## config.mk

```make
export PLATFORM = sky130hd
export DESIGN_NAME = hcp_list_emitter_flat
export DESIGN_NICKNAME = d
export VERILOG_FILES = /design/src/rtl/hcp_pkg.sv /design/src/rtl/hcp_list_emitter_if.sv /design/src/rtl/hcp_entry_check.sv /design/src/rtl/hcp_list_emitter.sv /design/src/flat_wrapper.sv
export SDC_FILE = /design/constraint.sdc
export NUM_CORES = 1
export LEC_CHECK = 0
export ABC_CLOCK_PERIOD_IN_PS = 3890
export BUFFER_PORTS_ARGS = -buffer_cell sky130_fd_sc_hd__buf_2
export CORE_ASPECT_RATIO = 1.2
export CORE_MARGIN = 2
export CORE_UTILIZATION = 30
export DETAILED_ROUTE_END_ITERATION = 12
export GPL_ROUTABILITY_DRIVEN = 0
export SLEW_MARGIN = 20
export SYNTH_ARGS = -nofsm -noshare
export SYNTH_HDL_FRONTEND = slang
export SYNTH_HIERARCHICAL = 1
export SYNTH_SLANG_ARGS = --single-unit
export TNS_END_PERCENT = 20
```

## constraint.sdc

```tcl
create_clock -name clk -period 3.89 [get_ports clk]
set_input_delay 0.1945 -clock clk [delete_from_list [all_inputs] [get_ports clk]]
set_output_delay 0.1945 -clock clk [all_outputs]
set_load 0.01 [all_outputs]
```

## src/rtl/hcp_pkg.sv

```systemverilog
// Shared constants and types for the HCP challenge-list emitter.
package hcp_pkg;

    localparam int HCP_ENTRY_W     = 5;
    localparam int HCP_NUM_ENTRIES = 4;
    localparam int HCP_ROUNDS      = 16;
    localparam int HCP_MASK_IDX_W  = $clog2(HCP_ROUNDS);
    localparam int HCP_POS_W       = $clog2(HCP_NUM_ENTRIES);
    localparam int HCP_LIST_W      = HCP_ENTRY_W * HCP_NUM_ENTRIES;

    typedef enum logic [1:0] {
        IDLE,
        EMIT,
        DONE
    } hcp_state_e;

    typedef logic [HCP_ENTRY_W-1:0] hcp_entry_t;

endpackage

```

## src/rtl/hcp_list_emitter_if.sv

```systemverilog
// Job request, entry stream and result bundle of the HCP list emitter.
interface hcp_list_emitter_if;
    import hcp_pkg::*;

    logic                      LE_start;
    logic [HCP_LIST_W-1:0]     Lp;
    logic                      LE_end;
    logic                      out_valid;
    logic                      out_ready;
    hcp_entry_t                out_idx;
    logic [HCP_POS_W-1:0]      out_pos;
    logic [HCP_ROUNDS-1:0]     mask;
    logic                      err_range;
    logic                      err_dup;

    // master is the emitter; slave is the requester/consumer.
    modport master (
        input  LE_start, Lp, out_ready,
        output LE_end, out_valid, out_idx, out_pos, mask, err_range, err_dup
    );

    modport slave (
        output LE_start, Lp, out_ready,
        input  LE_end, out_valid, out_idx, out_pos, mask, err_range, err_dup
    );

endinterface

```

## src/rtl/hcp_entry_check.sv

```systemverilog
// Per-entry range check, duplicate detect and mask update.
// Duplicate detection exists only when HCP_LIST_DUP_CHECK_EN is defined.
module hcp_entry_check
    import hcp_pkg::*;
(
    input  hcp_entry_t              entry,
    input  logic [HCP_ROUNDS-1:0]   mask_in,
    output logic                    in_range,
    output logic                    dup,
    output logic [HCP_ROUNDS-1:0]   mask_next
);

    always_comb begin
        // NOTE: every output gets a default first so no path leaves it unassigned (no latch).
        in_range  = (entry < hcp_entry_t'(HCP_ROUNDS));
        mask_next = mask_in;
        dup       = 1'b0;
        if (in_range) begin
            mask_next[entry[HCP_MASK_IDX_W-1:0]] = 1'b1;
`ifdef HCP_LIST_DUP_CHECK_EN
            dup = mask_in[entry[HCP_MASK_IDX_W-1:0]];
`endif
        end
    end

endmodule

```

## src/rtl/hcp_list_emitter.sv

```systemverilog
// Emits a captured 4-entry challenge list over a valid/ready stream and builds
// the round mask; duplicate flagging is built only with HCP_LIST_DUP_CHECK_EN.
module hcp_list_emitter
    import hcp_pkg::*;
(
    input  logic                 clk,
    input  logic                 reset,
    hcp_list_emitter_if.master   bus
);

    hcp_state_e               state;
    hcp_entry_t               entry [HCP_NUM_ENTRIES];
    logic [HCP_POS_W-1:0]     pos;
    logic                     le_end_q;
    logic                     out_valid_q;
    hcp_entry_t               out_idx_q;
    logic [HCP_POS_W-1:0]     out_pos_q;
    logic [HCP_ROUNDS-1:0]    mask_q;
    logic                     err_range_q;
    logic                     err_dup_q;

    logic                     in_range;
    logic                     dup;
    logic [HCP_ROUNDS-1:0]    mask_next;
    logic                     capture;

    // The entry being checked is always the one currently on the stream.
    hcp_entry_check u_check (
        .entry     (out_idx_q),
        .mask_in   (mask_q),
        .in_range  (in_range),
        .dup       (dup),
        .mask_next (mask_next)
    );

    assign capture = (state == IDLE) && bus.LE_start && !le_end_q;

    // NOTE: the list holding registers carry no reset; they are always reloaded before use.
    always_ff @(posedge clk) begin
        if (capture) begin
            for (int i = 0; i < HCP_NUM_ENTRIES; i++) begin
                entry[i] <= bus.Lp[(HCP_NUM_ENTRIES-1-i)*HCP_ENTRY_W +: HCP_ENTRY_W];
            end
        end
    end

    // NOTE: sequential state uses non-blocking assignments so every register sees pre-edge values.
    always_ff @(posedge clk) begin
        if (!reset) begin
            state       <= IDLE;
            pos         <= '0;
            le_end_q    <= 1'b0;
            out_valid_q <= 1'b0;
            out_idx_q   <= '0;
            out_pos_q   <= '0;
            mask_q      <= '0;
            err_range_q <= 1'b0;
            err_dup_q   <= 1'b0;
        end else begin
            unique case (state)
                IDLE: begin
                    if (capture) begin
                        pos         <= '0;
                        mask_q      <= '0;
                        err_range_q <= 1'b0;
                        err_dup_q   <= 1'b0;
                        state       <= EMIT;
                    end
                end
                EMIT: begin
                    if (!bus.LE_start) begin
                        state       <= IDLE;
                        out_valid_q <= 1'b0;
                        out_idx_q   <= '0;
                        out_pos_q   <= '0;
                        mask_q      <= '0;
                        err_range_q <= 1'b0;
                        err_dup_q   <= 1'b0;
                    end else if (!out_valid_q) begin
                        // First EMIT cycle presents entry 0 from the freshly captured list.
                        out_valid_q <= 1'b1;
                        out_idx_q   <= entry[pos];
                        out_pos_q   <= pos;
                    end else if (bus.out_ready) begin
                        mask_q      <= mask_next;
                        err_range_q <= err_range_q | ~in_range;
                        err_dup_q   <= err_dup_q | dup;
                        if (pos == HCP_POS_W'(HCP_NUM_ENTRIES - 1)) begin
                            out_valid_q <= 1'b0;
                            le_end_q    <= 1'b1;
                            state       <= DONE;
                        end else begin
                            pos       <= pos + 1'b1;
                            out_idx_q <= entry[pos + 1'b1];
                            out_pos_q <= pos + 1'b1;
                        end
                    end
                end
                DONE: begin
                    if (!bus.LE_start) begin
                        le_end_q <= 1'b0;
                        state    <= IDLE;
                    end
                end
                default: state <= IDLE;
            endcase
        end
    end

    assign bus.LE_end    = le_end_q;
    assign bus.out_valid = out_valid_q;
    assign bus.out_idx   = out_idx_q;
    assign bus.out_pos   = out_pos_q;
    assign bus.mask      = mask_q;
    assign bus.err_range = err_range_q;
    assign bus.err_dup   = err_dup_q;

endmodule

```

## src/flat_wrapper.sv

```systemverilog
// flat-port wrapper written by rule: the top's interface ports become plain ports
module hcp_list_emitter_flat import hcp_pkg::*;
  (clk, reset, bus_LE_start, bus_Lp, bus_out_ready, bus_LE_end, bus_out_valid, bus_out_idx, bus_out_pos, bus_mask, bus_err_range, bus_err_dup);
  hcp_list_emitter_if bus_i ();
  input  logic clk;
  input  logic reset;
  input wire logic [$bits(bus_i.LE_start)-1:0] bus_LE_start;
  input wire logic [$bits(bus_i.Lp)-1:0] bus_Lp;
  input wire logic [$bits(bus_i.out_ready)-1:0] bus_out_ready;
  output wire logic [$bits(bus_i.LE_end)-1:0] bus_LE_end;
  output wire logic [$bits(bus_i.out_valid)-1:0] bus_out_valid;
  output wire logic [$bits(bus_i.out_idx)-1:0] bus_out_idx;
  output wire logic [$bits(bus_i.out_pos)-1:0] bus_out_pos;
  output wire logic [$bits(bus_i.mask)-1:0] bus_mask;
  output wire logic [$bits(bus_i.err_range)-1:0] bus_err_range;
  output wire logic [$bits(bus_i.err_dup)-1:0] bus_err_dup;
  assign bus_i.LE_start = bus_LE_start;
  assign bus_i.Lp = bus_Lp;
  assign bus_i.out_ready = bus_out_ready;
  assign bus_LE_end = bus_i.LE_end;
  assign bus_out_valid = bus_i.out_valid;
  assign bus_out_idx = bus_i.out_idx;
  assign bus_out_pos = bus_i.out_pos;
  assign bus_mask = bus_i.mask;
  assign bus_err_range = bus_i.err_range;
  assign bus_err_dup = bus_i.err_dup;
  hcp_list_emitter u_core (.clk(clk), .reset(reset), .bus(bus_i));
endmodule
```

==> flow_metrics.tcl, run 1 <==
set metrics [dict create \
    cp.depth 4 \
    synth-seq-cells 53 \
    hp-class "in2reg" \
    netlist_area_um2 2426 \
    via_per_inst 5.057 \
    yosysTopAreaCell "dfxtp_1" \
    drc 0 \
    place.detailed.hpwl_um 3532 \
    port_buffers 50 \
    syn_to_final_growth_pct 15.73 \
    worstPathArrival_ns 2.07 \
    ctsLongestPathBuffers 2 \
    worstSetupPathType "reg2reg" \
    crit_buf_inv 0 \
    regArea_um2 1261 \
    synth-async-reset-ratio_pct 0 \
    yosysWarnings 6 \
    drive_above_1_share_pct 32.92 \
    synth.avg_cell_area_um2 12.38 \
    grt_pass1_wl_um 8093 \
    crit_path_max_incr_delay_ns 0.56 \
    multiInputGateArea_um2 1066 \
    die_w_um 86.09 \
    holdBufCountCts 0 \
    ys_seq_area_share_pct 51.99 \
    min_path_cells 1 \
    fillers 763 \
    maxCapViolations 0 \
    synth_edf_count 20 \
    vias 1694 \
    wirelength_um 4748 \
    postCtsSetupBuffers 0 \
    grt_overflow_total 0 \
    synth_area_leaders "dfxtp_1 27%, edfxtp_1 25%, mux4_2 9.3%" \
    setup_viol 0 \
    slew_violations 0 \
    die-area_um2 8825 \
    clk_latency_ns 0.30 \
    antenna_cells 0 \
    num-nets-final 267 \
    rsz0062_at_grt "false" \
    synthCells 196 \
    clockRootBuffer "clkbuf_8" \
    power_density_nw_per_um2 364.7 \
    fin_tns_setup_ns 0 \
    cts_num_sinks 53 \
    yosysTopAreaCellShare_pct 27.23 \
    die_h_um 102.5 \
    vdd_drop_max_mv 0.2519 \
    core_region_area_um2 7751 \
    use_met1_pct 14.53 \
    power.leakage_nw 1.266 \
    grt_antenna_before_repair 0 \
    fin_area_um2 2808 \
    synth.most_common_cell "dfxtp_1" \
    crit_required_ns 4.08 \
    fin_crit_sh_pct 48.28 \
    max_slew_margin_pct 32.40 \
    cp-end-kind "flip-flop" \
    fmax_mhz 532.4 \
    grt_pass1_vias 1677 \
    yosys-top-cells-count "33 x dfxtp_1, 20 x edfxtp_1, 14 x a22o_1" \
    status "finished, final reports clean" \
    cpLargestDelayFamily "adder cells" \
    clkTransAtPathRegs_ns 0.09 \
    r2r_cells 4 \
    ctsResizeCount 0 \
    tritoncts "built" \
    place_area_um2 2708 \
    ys.flop_type "dfxtp_1" \
    startpoint_type "flip-flop" \
    cp_max_fo 10 \
    cts_buffers 5 \
    worstMarginPinSlew_ns 1.010 \
    post_drt_wl_per_cell_um 14.17 \
    initial_core_util_pct 31.30 \
    ys_types 50 \
    htreeDepth 2 \
    track_usage_pct 11.52 \
    grt_busiest_layer "met2" \
    io_pins 51 \
    synth_nets 221 \
    hold_viol_final 0 \
    num_rows 35 \
    initialDrtViolationCount 93 \
    use_met3_pct 3.523 \
    period_minus_slack_ns 1.878 \
    ant_nets 0 \
    dr.pass1.iters 4 \
    cpMaxStageDelayCell "ha_1" \
    grt_start_max_net_pins 21 \
    clock_skew_ns 0.01200 \
    use_met2_pct 19.20 \
    path_cells "ha_1, mux4_2, a22oi_1, nand2_1" \
    hold_ws_ns 0.06768 \
]
## sequential cells by signal, summed over array words and instances (netlist names), named ones only
name                  count
u_core/bus.err_dup        1
u_core/bus.out_pos        2
u_core/entry             20
u_core/bus.LE_end         1
u_core/bus.out_valid      1
u_core/bus.err_range      1
u_core/state              2
u_core/bus.mask          16
u_core/bus.out_idx        5
u_core/pos                2
## final cells by class
type	instances	share of cell area [%]
clock buffers	5	2.451
well taps	92	4.100
inverters	2	0.2674
repair buffers	51	9.180
multi-input cells	129	37.97
clock inverters	3	1.114
flip-flops and latches	53	44.92
## power breakdown
| part | internal, W | total (W) | switching (W) |
|---|---|---|---|
| sequential | 0.000595 | 0.000610 | 0.0000153 |
| clock | 0.000158 | 0.000333 | 0.000174 |
| combinational | 0.0000404 | 0.0000813 | 0.0000409 |
## worst reg2reg max path, stage by stage (launching register included)
cell	delay, ns
dfxtp_1	0.44
ha_1	0.56
mux4_2	0.55
a22oi_1	0.17
nand2_1	0.07
## kinds of logic after synthesis
kind of cell | count (synthesis) | share of synthesized area, %
other | 1 | 0.1546
and+or+nand+nor | 54 | 13.41
muxes | 13 | 10.52
adders and majority gates | 1 | 0.5156
AOI/OAI and AO/OA | 60 | 19.34
buffers and inverters | 14 | 4.073
DFF | 53 | 51.99
## through the flow
step | instances | total power (W) | setup slack [ns] | utilization [%]
floorplan | 196 | 0.0006819 | 1.873 | -
global placement | 327 | 0.0007046 | 2.052 | 34.93
detailed placement | 327 | 0.0007054 | 2.007 | 34.93
CTS | 335 | 0.001039 | 2.006 | 36.22
global route | 335 | 0.001079 | 1.782 | 36.22
finish | 335 | 0.001024 | 2.012 | 36.22
## layer usage
layer / part of all wire, % / routed length, um
met2: 49 / 2309
met1: 45 / 2123
met3: 5.5 / 260
met5: 0 / 0
met4: 1.2 / 55
## final timing paths
kind | startpoint | endpoint | slack (ns)
max | u_core/pos[0] | u_core/bus.out_idx[4] | 2.01
min | bus_Lp[0] | u_core/entry[3][0] | 0.07
max reg2reg | u_core/pos[0] | u_core/bus.out_idx[4] | 2.01
min reg2reg | u_core/bus.err_dup | u_core/bus.err_dup | 0.47
## cells in the final DEF, fill, tap and decap left out, types with 3 or more instances in the layout
cell,synthesis,routed
buf_2,4,50
dfxtp_1,33,33
edfxtp_1,20,20
a22o_1,14,14
a21o_1,12,12
nand2_1,11,11
nor2_1,10,10
mux4_2,10,10
o21ai_0,8,8
a22oi_1,7,7
nor2b_1,6,6
nand3_1,6,6
clkbuf_8,0,5
mux2i_1,3,3
o21a_1,3,3
a21oi_1,3,3
a41o_1,3,3
(Power assumes the default switching activity.)
==> run 2: changes to the inputs <==
--- a/config.mk
+++ b/config.mk
@@ -5,7 +5,7 @@
 export SDC_FILE = /design/constraint.sdc
 export NUM_CORES = 1
 export LEC_CHECK = 0
-export ABC_CLOCK_PERIOD_IN_PS = 3890
+export ABC_CLOCK_PERIOD_IN_PS = 1700
 export BUFFER_PORTS_ARGS = -buffer_cell sky130_fd_sc_hd__buf_2
 export CORE_ASPECT_RATIO = 1.2
 export CORE_MARGIN = 2
==> constraint.sdc (replaced) <==
create_clock -name clk -period 1.7 [get_ports clk]
set_input_delay 0.085 -clock clk [delete_from_list [all_inputs] [get_ports clk]]
set_output_delay 0.085 -clock clk [all_outputs]
set_load 0.01 [all_outputs]
==> flow_metrics.tcl, run 2 (synthesis gave the netlist of run 1 again) <==
set metrics [dict create \
    grt_antenna_before_repair 0 \
    combPwrFrac_pct 10.7 \
    via_per_inst 4.953 \
    total_power_w 0.002348 \
    clock_skew_ns 0.01051 \
    wl_met3_um 300 \
    grt_pass1_vias 1744 \
    worstPathArrival_ns 1.73 \
    io_pins 51 \
    fmax_mhz 658.1 \
    slew_violations 0 \
    cp-end-kind "flip-flop" \
    power.share.sequential_pct 59.1 \
    power.leakage_nw 1.383 \
    setup_viol 0 \
    clkTransAtPathRegs_ns 0.10 \
    p_int_w 0.001791 \
    num_rows 35 \
    worstSetupPathType "reg2reg" \
    hp-class "in2reg" \
    post_drt_wl_per_cell_um 14.39 \
    num-nets-final 294 \
    top_register "u_core/entry" \
    hold_viol_final 0 \
    die_w_um 86.09 \
    initial_core_util_pct 31.30 \
    worstMarginPinSlew_ns 0.5917 \
    crit_start "u_core/pos[1]" \
    status "finished, final reports clean" \
    rsz0062_at_grt "false" \
    initialDrtViolationCount 141 \
    core_region_area_um2 7751 \
    postCtsSetupBuffers 0 \
    p_clk_share_pct 30.2 \
    track_usage_pct 12.24 \
    cts_num_sinks 53 \
    switchingPower_w 0.0005570 \
    port_buffers 50 \
    wirelength_um 5208 \
    dr.max_layer_used "met4" \
    syn_to_final_growth_pct 26.92 \
    power_density_nw_per_um2 762.5 \
    clockRootBuffer "clkbuf_8" \
    crit_end "u_core/bus.out_idx[4]" \
    max_slew_margin_pct 60.51 \
    tritoncts "built" \
    reg2reg_slack_ns 0.18 \
    ant_nets 0 \
    ctsLongestPathBuffers 2 \
    cts_buffers 5 \
    place.detailed.hpwl_um 3652 \
    r2r-start "u_core/pos[1]" \
    r2r-end "u_core/bus.out_idx[4]" \
    drc 0 \
    dr.pass1.iters 4 \
    switching_share_pct 23.72 \
    instances_no_fill 362 \
    cp_max_fo 7 \
    mostFrequentLayoutCells "50 x buf_2, 33 x dfxtp_1, 20 x dlygate4sd3_1, 20 x edfxtp_1, 14 x a22o_1" \
    vias 1793 \
    r2r_cells 4 \
    vdd_drop_max_mv 0.6193 \
    largest_reg_flops 20 \
    fillers 748 \
    grt_overflow_total 0 \
    final_common_cell "buf_2" \
    die_h_um 102.5 \
    startpoint_type "flip-flop" \
    fin_ws_ns 0.1806 \
    period_minus_slack_ns 1.519 \
    place_ws_ns -0.01102 \
    maxCapViolations 0 \
    hold_path.startpoint "bus_LE_start" \
    grt_start_max_net_pins 21 \
    placedCellCount 334 \
    fin_crit_sh_pct 89.38 \
    wl_met2_um 2707 \
    antenna_cells 0 \
    wl_met1_um 2160 \
    crit_required_ns 1.91 \
    drive_above_1_share_pct 33.33 \
    clk_latency_ns 0.30 \
    htreeDepth 2 \
    die-area_um2 8825 \
    grt_pass1_wl_um 8473 \
]
run 2: power by group through the flow:
stage	registers, W	logic [W]	clock network, W
floorplan	0.00141	0.000149	0
global placement	0.00142	0.000211	0
detailed placement	0.00142	0.000213	0
CTS	0.00139	0.000248	0.000743
global route	0.00139	0.000276	0.000783
finish	0.00139	0.000250	0.000709
run 2: how the worst min path moves through the flow:
stage                                    end  slack (ns)  cells past startpoint
final                        u_core/state[1]        0.16                      2
after global routing         u_core/state[1]        0.16                      2
after CTS                    u_core/state[1]        0.15                      2
after detailed placement  u_core/entry[2][2]        0.26                      1
after global placement    u_core/entry[3][3]        0.26                      1
after floorplan           u_core/entry[0][0]        0.18                      0
run 2: area by class of cell:
class                      count  area, um^2  area share, %
clock buffer                   5       68.82          2.235
clock inverter                 3       20.02         0.6501
inverter                       2       7.507         0.2438
multi-input combinational    129        1084          35.19
sequential                    53        1261          40.96
tap                           92       115.1          3.738
timing repair buffer          78       523.0          16.98
run 2: timing repair:
action | CTS | global route
resized for setup | 1 | 2
hold endpoints to repair | 20 | 0
hold buffers | 20 | 0
endpoints found under the setup margin | 3 | 18
run 2: metrics by stage:
stage | util, % | instance area [um^2] | hold slack, ns | TNS, ns
after detailed placement | 35.80 | 2775 | 0.2631 | -0.01561
after floorplan | - | 2429 | 0.1839 | 0
after global routing | 39.73 | 3079 | 0.1592 | 0
after global placement | 35.80 | 2775 | 0.2618 | 0
after CTS | 39.56 | 3067 | 0.1455 | 0
final | 39.73 | 3079 | 0.1584 | 0
run 2: metal layers:
layer / vias up / global-route usage [%]
met4: 0 / 3.785
met1: 851 / 14.47
met5: - / 0
met2: 39 / 21.35
li1: 899 / -
met3: 4 / 3.763
run 2: critical path: stages, from the launching register on:
cell and delay [ns]:
dfxtp_1 0.35, ha_4 0.35, mux4_2 0.50, a22oi_1 0.17
nand2_1 0.06
